**src/rtl/sram_dma_sched_if.sv**
```systemverilog
// ============================================================================
//  Module      : sram_dma_sched_if
//  Description : 6502 bus slot, DMA control and SRAM pin bundle for the
//                SRAM DMA slot scheduler.
//  Revision    : 1.0  initial release
// ============================================================================
`default_nettype none

interface sram_dma_sched_if;
    logic        BusReq;
    logic        BusWE;
    logic [19:0] BusA;
    logic        DmaStart;
    logic        DmaAbort;
    logic        DmaFill;
    logic [19:0] DmaSrc;
    logic [19:0] DmaDst;
    logic [15:0] DmaLen;
    logic [7:0]  FillVal;
    logic [7:0]  RDin;
    logic [19:0] SA;
    logic        nSCS;
    logic        nSWE;
    logic        RDOE;
    logic [7:0]  RDout;
    logic        Busy;
    logic        Done;

    modport master (
        output BusReq, BusWE, BusA, DmaStart, DmaAbort, DmaFill,
               DmaSrc, DmaDst, DmaLen, FillVal, RDin,
        input  SA, nSCS, nSWE, RDOE, RDout, Busy, Done
    );

    modport slave (
        input  BusReq, BusWE, BusA, DmaStart, DmaAbort, DmaFill,
               DmaSrc, DmaDst, DmaLen, FillVal, RDin,
        output SA, nSCS, nSWE, RDOE, RDout, Busy, Done
    );
endinterface

`default_nettype wire

```
**src/rtl/sram_dma_sched.sv**
```systemverilog
// ============================================================================
//  Module      : sram_dma_sched
//  Description : Splits each Apple cycle into DMA slots (S1-S3) and 6502 bus
//                slots (S4-S7); moves one byte per cycle (copy or fill).
//                Fill mode is built only when SRAM_DMA_FILL_EN is defined.
//  Revision    : 1.0  initial release
// ============================================================================
`default_nettype none

module sram_dma_sched (
    input  wire logic       C7M,
    input  wire logic       nRES,
    input  wire logic       PHI1,
    sram_dma_sched_if.slave bus
);
    typedef enum logic [1:0] {
        IDLE = 2'd0,
        RD   = 2'd1,
        WR   = 2'd2
    } state_t;

    localparam logic [2:0] c_SLOT_MAX = 3'd7;

    state_t      r_state;
    state_t      w_state_nx;
    logic [2:0]  r_slot;
    logic        r_phi1_d;
    logic        r_seen;
    logic [19:0] r_src;
    logic [19:0] r_dst;
    logic [15:0] r_cnt;
    logic        r_fill;
    logic [7:0]  r_data;
    logic        r_stepok;
    logic        r_done;

    logic        w_accept;
    logic        w_latch;
    logic        w_adv;
    logic        w_done_nx;
    logic        w_fill_sel;
    logic [7:0]  w_fill_val;
    logic [19:0] w_sa;
    logic        w_nscs;
    logic        w_nswe;
    logic        w_rdoe;

`ifdef SRAM_DMA_FILL_EN
    assign w_fill_sel = bus.DmaFill;
    assign w_fill_val = bus.FillVal;
`else
    logic w_unused_fill;
    assign w_fill_sel    = 1'b0;
    assign w_fill_val    = 8'h00;
    assign w_unused_fill = ^{bus.DmaFill, bus.FillVal};
`endif

    // Slot 1 only on a PHI1 rise that follows a genuinely observed low phase.
    always_ff @(posedge C7M or negedge nRES) begin
        if (!nRES) begin
            r_slot   <= 3'd0;
            r_phi1_d <= 1'b0;
            r_seen   <= 1'b0;
        end else begin
            r_phi1_d <= PHI1;
            if (!PHI1)
                r_seen <= 1'b1;
            if (PHI1 && !r_phi1_d && r_seen)
                r_slot <= 3'd1;
            else if (r_slot != 3'd0 && r_slot != c_SLOT_MAX)
                r_slot <= r_slot + 3'd1;
        end
    end

    always_ff @(posedge C7M or negedge nRES) begin
        if (!nRES)
            r_state <= IDLE;
        else
            r_state <= w_state_nx;
    end

    always_comb begin
        w_state_nx = r_state;
        w_accept   = 1'b0;
        w_latch    = 1'b0;
        w_adv      = 1'b0;
        w_done_nx  = 1'b0;
        case (r_state)
            IDLE: begin
                if (bus.DmaStart) begin
                    if (bus.DmaLen != 16'd0) begin
                        w_state_nx = RD;
                        w_accept   = 1'b1;
                    end else begin
                        w_done_nx  = 1'b1;
                    end
                end
            end
            RD: begin
                if (bus.DmaAbort) begin
                    w_state_nx = IDLE;
                    w_done_nx  = 1'b1;
                end else if (r_slot == 3'd2 && r_stepok) begin
                    w_state_nx = WR;
                    w_latch    = 1'b1;
                end
            end
            WR: begin
                if (bus.DmaAbort) begin
                    w_state_nx = IDLE;
                    w_done_nx  = 1'b1;
                end else if (r_slot == 3'd3) begin
                    w_adv = 1'b1;
                    if (r_cnt == 16'd1) begin
                        w_state_nx = IDLE;
                        w_done_nx  = 1'b1;
                    end else begin
                        w_state_nx = RD;
                    end
                end
            end
            default: w_state_nx = IDLE;
        endcase
    end

    // r_stepok marks that the current step really started in S1.
    always_ff @(posedge C7M or negedge nRES) begin
        if (!nRES) begin
            r_src    <= 20'd0;
            r_dst    <= 20'd0;
            r_cnt    <= 16'd0;
            r_fill   <= 1'b0;
            r_data   <= 8'h00;
            r_stepok <= 1'b0;
            r_done   <= 1'b0;
        end else begin
            r_done   <= w_done_nx;
            r_stepok <= (w_state_nx == RD) && (r_state == RD) &&
                        (r_stepok || r_slot == 3'd1);
            if (w_accept) begin
                r_src  <= bus.DmaSrc;
                r_dst  <= bus.DmaDst;
                r_cnt  <= bus.DmaLen;
                r_fill <= w_fill_sel;
                r_data <= w_fill_val;
            end
            if (w_latch && !r_fill)
                r_data <= bus.RDin;
            if (w_adv) begin
                r_src <= r_src + 20'd1;
                r_dst <= r_dst + 20'd1;
                r_cnt <= r_cnt - 16'd1;
            end
        end
    end

    always_comb begin
        w_sa   = 20'd0;
        w_nscs = 1'b1;
        w_nswe = 1'b1;
        w_rdoe = 1'b0;
        case (r_slot)
            3'd1, 3'd2: begin
                if (r_state == RD && !r_fill && (r_slot == 3'd1 || r_stepok)) begin
                    w_sa   = r_src;
                    w_nscs = 1'b0;
                end
            end
            3'd3: begin
                if (r_state == WR) begin
                    w_sa   = r_dst;
                    w_nscs = 1'b0;
                    w_nswe = 1'b0;
                    w_rdoe = 1'b1;
                end
            end
            3'd4, 3'd5, 3'd6, 3'd7: begin
                w_sa = bus.BusA;
                if (r_slot >= 3'd5)
                    w_nscs = ~bus.BusReq;
                if (r_slot >= 3'd6)
                    w_nswe = ~(bus.BusReq & bus.BusWE);
            end
            default: ;
        endcase
    end

    assign bus.SA    = w_sa;
    assign bus.nSCS  = w_nscs;
    assign bus.nSWE  = w_nswe;
    assign bus.RDOE  = w_rdoe;
    assign bus.RDout = r_data;
    assign bus.Busy  = (r_state != IDLE);
    assign bus.Done  = r_done;
endmodule

`default_nettype wire
```
**src/flat_wrapper.sv**
```systemverilog
// flat-port wrapper written by rule: the top's interface ports become plain ports
module sram_dma_sched_flat 
  (C7M, nRES, PHI1, bus_BusReq, bus_BusWE, bus_BusA, bus_DmaStart, bus_DmaAbort, bus_DmaFill, bus_DmaSrc, bus_DmaDst, bus_DmaLen, bus_FillVal, bus_RDin, bus_SA, bus_nSCS, bus_nSWE, bus_RDOE, bus_RDout, bus_Busy, bus_Done);
  sram_dma_sched_if bus_i ();
  input  wire logic C7M;
  input  wire logic nRES;
  input  wire logic PHI1;
  input wire logic [$bits(bus_i.BusReq)-1:0] bus_BusReq;
  input wire logic [$bits(bus_i.BusWE)-1:0] bus_BusWE;
  input wire logic [$bits(bus_i.BusA)-1:0] bus_BusA;
  input wire logic [$bits(bus_i.DmaStart)-1:0] bus_DmaStart;
  input wire logic [$bits(bus_i.DmaAbort)-1:0] bus_DmaAbort;
  input wire logic [$bits(bus_i.DmaFill)-1:0] bus_DmaFill;
  input wire logic [$bits(bus_i.DmaSrc)-1:0] bus_DmaSrc;
  input wire logic [$bits(bus_i.DmaDst)-1:0] bus_DmaDst;
  input wire logic [$bits(bus_i.DmaLen)-1:0] bus_DmaLen;
  input wire logic [$bits(bus_i.FillVal)-1:0] bus_FillVal;
  input wire logic [$bits(bus_i.RDin)-1:0] bus_RDin;
  output wire logic [$bits(bus_i.SA)-1:0] bus_SA;
  output wire logic [$bits(bus_i.nSCS)-1:0] bus_nSCS;
  output wire logic [$bits(bus_i.nSWE)-1:0] bus_nSWE;
  output wire logic [$bits(bus_i.RDOE)-1:0] bus_RDOE;
  output wire logic [$bits(bus_i.RDout)-1:0] bus_RDout;
  output wire logic [$bits(bus_i.Busy)-1:0] bus_Busy;
  output wire logic [$bits(bus_i.Done)-1:0] bus_Done;
  assign bus_i.BusReq = bus_BusReq;
  assign bus_i.BusWE = bus_BusWE;
  assign bus_i.BusA = bus_BusA;
  assign bus_i.DmaStart = bus_DmaStart;
  assign bus_i.DmaAbort = bus_DmaAbort;
  assign bus_i.DmaFill = bus_DmaFill;
  assign bus_i.DmaSrc = bus_DmaSrc;
  assign bus_i.DmaDst = bus_DmaDst;
  assign bus_i.DmaLen = bus_DmaLen;
  assign bus_i.FillVal = bus_FillVal;
  assign bus_i.RDin = bus_RDin;
  assign bus_SA = bus_i.SA;
  assign bus_nSCS = bus_i.nSCS;
  assign bus_nSWE = bus_i.nSWE;
  assign bus_RDOE = bus_i.RDOE;
  assign bus_RDout = bus_i.RDout;
  assign bus_Busy = bus_i.Busy;
  assign bus_Done = bus_i.Done;
  sram_dma_sched u_core (.C7M(C7M), .nRES(nRES), .PHI1(PHI1), .bus(bus_i));
endmodule
```
**config.mk**
```make
export PLATFORM = sky130hd
export DESIGN_NAME = sram_dma_sched_flat
export DESIGN_NICKNAME = d
export VERILOG_FILES = /design/src/rtl/sram_dma_sched_if.sv /design/src/rtl/sram_dma_sched.sv /design/src/flat_wrapper.sv
export SDC_FILE = /design/constraint.sdc
export NUM_CORES = 1
export LEC_CHECK = 0
export ABC_AREA = 1
export BUFFER_PORTS_ARGS = -buffer_cell sky130_fd_sc_hd__buf_4
export CAP_MARGIN = 5
export CORE_MARGIN = 1.5
export CORE_UTILIZATION = 59
export CTS_CLUSTER_SIZE = 8
export DETAILED_ROUTE_END_ITERATION = 10
export PLACE_DENSITY_LB_ADDON = 0.05
export REMOVE_ABC_BUFFERS = 1
export SLEW_MARGIN = 15
export SYNTH_ARGS = -nofsm -noshare
export SYNTH_HDL_FRONTEND = slang
export SYNTH_SLANG_ARGS = --single-unit
```
**constraint.sdc**
```tcl
create_clock -name C7M -period 5.3 [get_ports C7M]
set_input_delay 0 -clock C7M [delete_from_list [all_inputs] [get_ports C7M]]
set_output_delay 0 -clock C7M [all_outputs]
set_load 0.05 [all_outputs]
```
==> impl_metrics.yaml <==
global_route:
  grt_util_all_layers: 0.358
  grt_antenna_before_repair: 0
  met3_usage: 0.0616
  grt_pass1_wl_mm: 28.0
  overflow: 0
  top_usage_layer: "met2"
  grt_use_met1: 0.454
  grt_max_degree: 74
  use_met2: 0.591
  grt_pass1_vias: 6218
power_and_ir_drop:
  p_per_area_mw_per_mm2: 373
  internal-power_mw: 1.32
  p_leak_nw: 3.38
  sw_frac_of_total: 0.496
  p_switching_mw: 1.30
  ir_worst_vdd_v: 0.000299
  p_clk_frac: 0.175
  comb_power_share: 0.494
  seqPwrFrac: 0.331
sta:
  rsz0062_at_grt: "false"
  fin_crit_sh: 0.676
  fin_crit_ps: 3580
  setup_viol: 0
  finalHoldViolations: 0
  fin_worst_skew_ps: 15.0
  worst-slew-pin-transition_ps: 999
  fmaxAchievable_mhz: 279
  drv_slew: 0
  fin_tns_setup_ps: 0
  timing.slew.headroom: 0.333
drt:
  routed_wl_mm: 16.9
  drtPass1Iterations: 6
  drc: 0
  wl_per_cell_um: 15.3
  vias: 6241
  vias_per_cell: 5.66
  antenna_left: 0
  drt-initial-drc-count: 398
place:
  port_buffers: 123
  dp_cells: 1024
  place_congestion: 0.937
  hpwl_mm: 11.2
layout:
  final_cell_count_no_fill: 1102
  n_antenna_cell: 0
  areaGrowthSynthToFinish_pct: 31.9
  mostFrequentLayoutCells: "266 x nand2_1, 128 x nand3_1, 125 x buf_4, 83 x inv_1, 78 x nor2_1"
  final_common_cell: "nand2_1"
  fin_nets: 1099
  drive_gt1_frac: 0.166
  fillerInstances: 644
cts:
  cts-hold-fix-buffers: 62
  cts_buffers: 9
  cts_resized: 0
  cts.sinks: 73
  cts-root-buf: "clkbuf_8"
  clk_latency_ps: 370
  path_clk_slew_ps: 80
  cts.path.max_buffers: 2
  htreeDepth: 3
  postCtsSetupBuffers: 0
  cts_tree: "done"
yosys:
  ys.flop_type: "dfrtp_1"
  synthArstFlopShare: 1.00
  syn_avg_cell_area_um2: 6.49
  seq_area_frac_synth: 0.342
  synth_fa_ha_area_frac: 0.0234
  ys_ff_latch: 73
  synth-simple-area-share: 0.415
  muxShareOfSynthArea: 0
  synth_compound_area_frac: 0.113
  synth-edff-count: 0
  synthCells: 823
  syn_area_mm2: 0.00534
  synthXorXnorAreaFrac: 0.00820
  yosys_warnings: 0
  synth.distinct_cells: 32
  synth_top_family_by_area: "simple AND/OR/NAND/NOR gates"
setup_path:
  crit_fanout: 43
  max_stage_delay_ps: 890
  startpoint_type: "register"
  critical_path_class: "reg -> reg"
  crit_slowest_cell: "nand2_2"
  cp-end-kind: "register"
  worstPathArrival_ps: 3830
  crit_family: "simple AND/OR/NAND/NOR gates"
  required_ps: 5550
  path_cells: "inv_1 -> ha_1 -> inv_2 -> nor2_4 -> nand2_2 -> nand2_2 -> inv_2 -> nand2_1 -> nand2_1"
  path_buf_inv: 3
floorplan:
  die_y_um: 98.1
  core_mm2: 0.00876
  ioPinCount: 133
  fp.dieArea_mm2: 0.00963
  die_w_um: 98.1
  start_util: 0.609
  num_rows: 34
status:
  status: "completed"
hold_path:
  hold_path_class: "in -> reg"
run:
  cap_violations: 0
## area by class of cell
cell class | count | area [µm²] | area share
clock inverters | 6 | 68.8 | 0.00977
multi-input cells | 631 | 3000 | 0.426
well taps | 108 | 135 | 0.0192
repair buffers | 187 | 1560 | 0.221
clock buffers | 10 | 128 | 0.0181
inverters | 87 | 327 | 0.0464
flip-flops and latches | 73 | 1830 | 0.259
## kinds of logic after synthesis
logic type | after synthesis
AND/OR/NAND/NOR | 515
buffers and inverters | 119
AO/OA/AOI/OAI | 101
flip-flops | 73
adder cells (fa/ha/maj) | 10
XOR/XNOR | 5
## sequential cells by signal, summed over array words and instances, names as in the netlist
signal,flops
u_core.bus.RDout,8
u_core.bus.Done,1
u_core.r_state,2
u_core.r_phi1_d,1
u_core.r_slot,3
u_core.r_stepok,1
u_core.r_seen,1
u_core.r_dst,20
u_core.r_cnt,16
u_core.r_src,20
## final timing paths
path                                       start                to  slack [ps]  depth (start not counted)
worst min-delay path              bus_DmaSrc[16]  u_core.r_src[16]          20                          5
worst max-delay path            u_core.r_slot[2]  u_core.r_cnt[14]        1720                          9
worst min register to register     u_core.r_seen     u_core.r_seen         480                          2
worst max register to register  u_core.r_slot[2]  u_core.r_cnt[14]        1720                          9
min in group asynchronous                   nRES   u_core.r_dst[2]         280                          2
max in group asynchronous                   nRES  u_core.r_src[17]        4330                          2
## worst register-to-register path, delay by kind of cell, from the launching register on
kind	cells	cell delay (ps)
AND/OR/NAND/NOR	5	1880
buffers and inverters	3	800
adder cells (fa/ha/maj)	1	340
flip-flops	1	460
## through the flow
stage,hold slack (ps),utilization,total power [mW],area [µm²],worst slack (ps)
final,15.1,0.804,2.62,7040,1720
after global routing,38.8,0.804,2.78,7040,1470
after CTS,17.1,0.803,2.59,7040,1870
after detailed placement,132,0.710,2.10,6220,1890
after global placement,129,0.710,2.06,6220,1970
after floorplan,-296,-,1.68,5140,2590
## cell usage after synthesis, types with 4 or more instances
library cell  number  share of area
o21ai_0           36          0.034
dfrtp_1           73           0.34
nor2_1            78          0.055
or2_2              8         0.0094
a21oi_1           11          0.010
nor3_1             9         0.0084
inv_2              4         0.0028
buf_6              6          0.013
o21ai_1           16          0.015
nand3_1          128           0.12
clkbuf_1           4         0.0028
nand2_2            5         0.0059
nand4_1           10          0.012
buf_4              4         0.0056
o21bai_1           4         0.0056
nand2_1          266           0.19
ha_1              10          0.023
o211ai_1          27          0.038
buf_2             17          0.016
nand3b_1           4         0.0056
inv_1             83          0.058
## per-layer routing
metal / vias up / share of wire
met5: - / 0
met4: 0 / 0.033
met3: 51 / 0.090
met2: 330 / 0.47
met1: 2849 / 0.40
li1: 3011 / -
## power groups by stage
stage | Clock [mW] | Sequential, mW | Combinational [mW]
6_report | 0.460 | 0.868 | 1.30
5_1_grt | 0.483 | 0.886 | 1.41
4_1_cts | 0.458 | 0.858 | 1.28
3_5_place_dp | 0 | 0.868 | 1.24
3_3_place_gp | 0 | 0.859 | 1.20
2_1_floorplan | 0 | 0.819 | 0.862
Note: power is estimated with default switching activity, not from simulation.
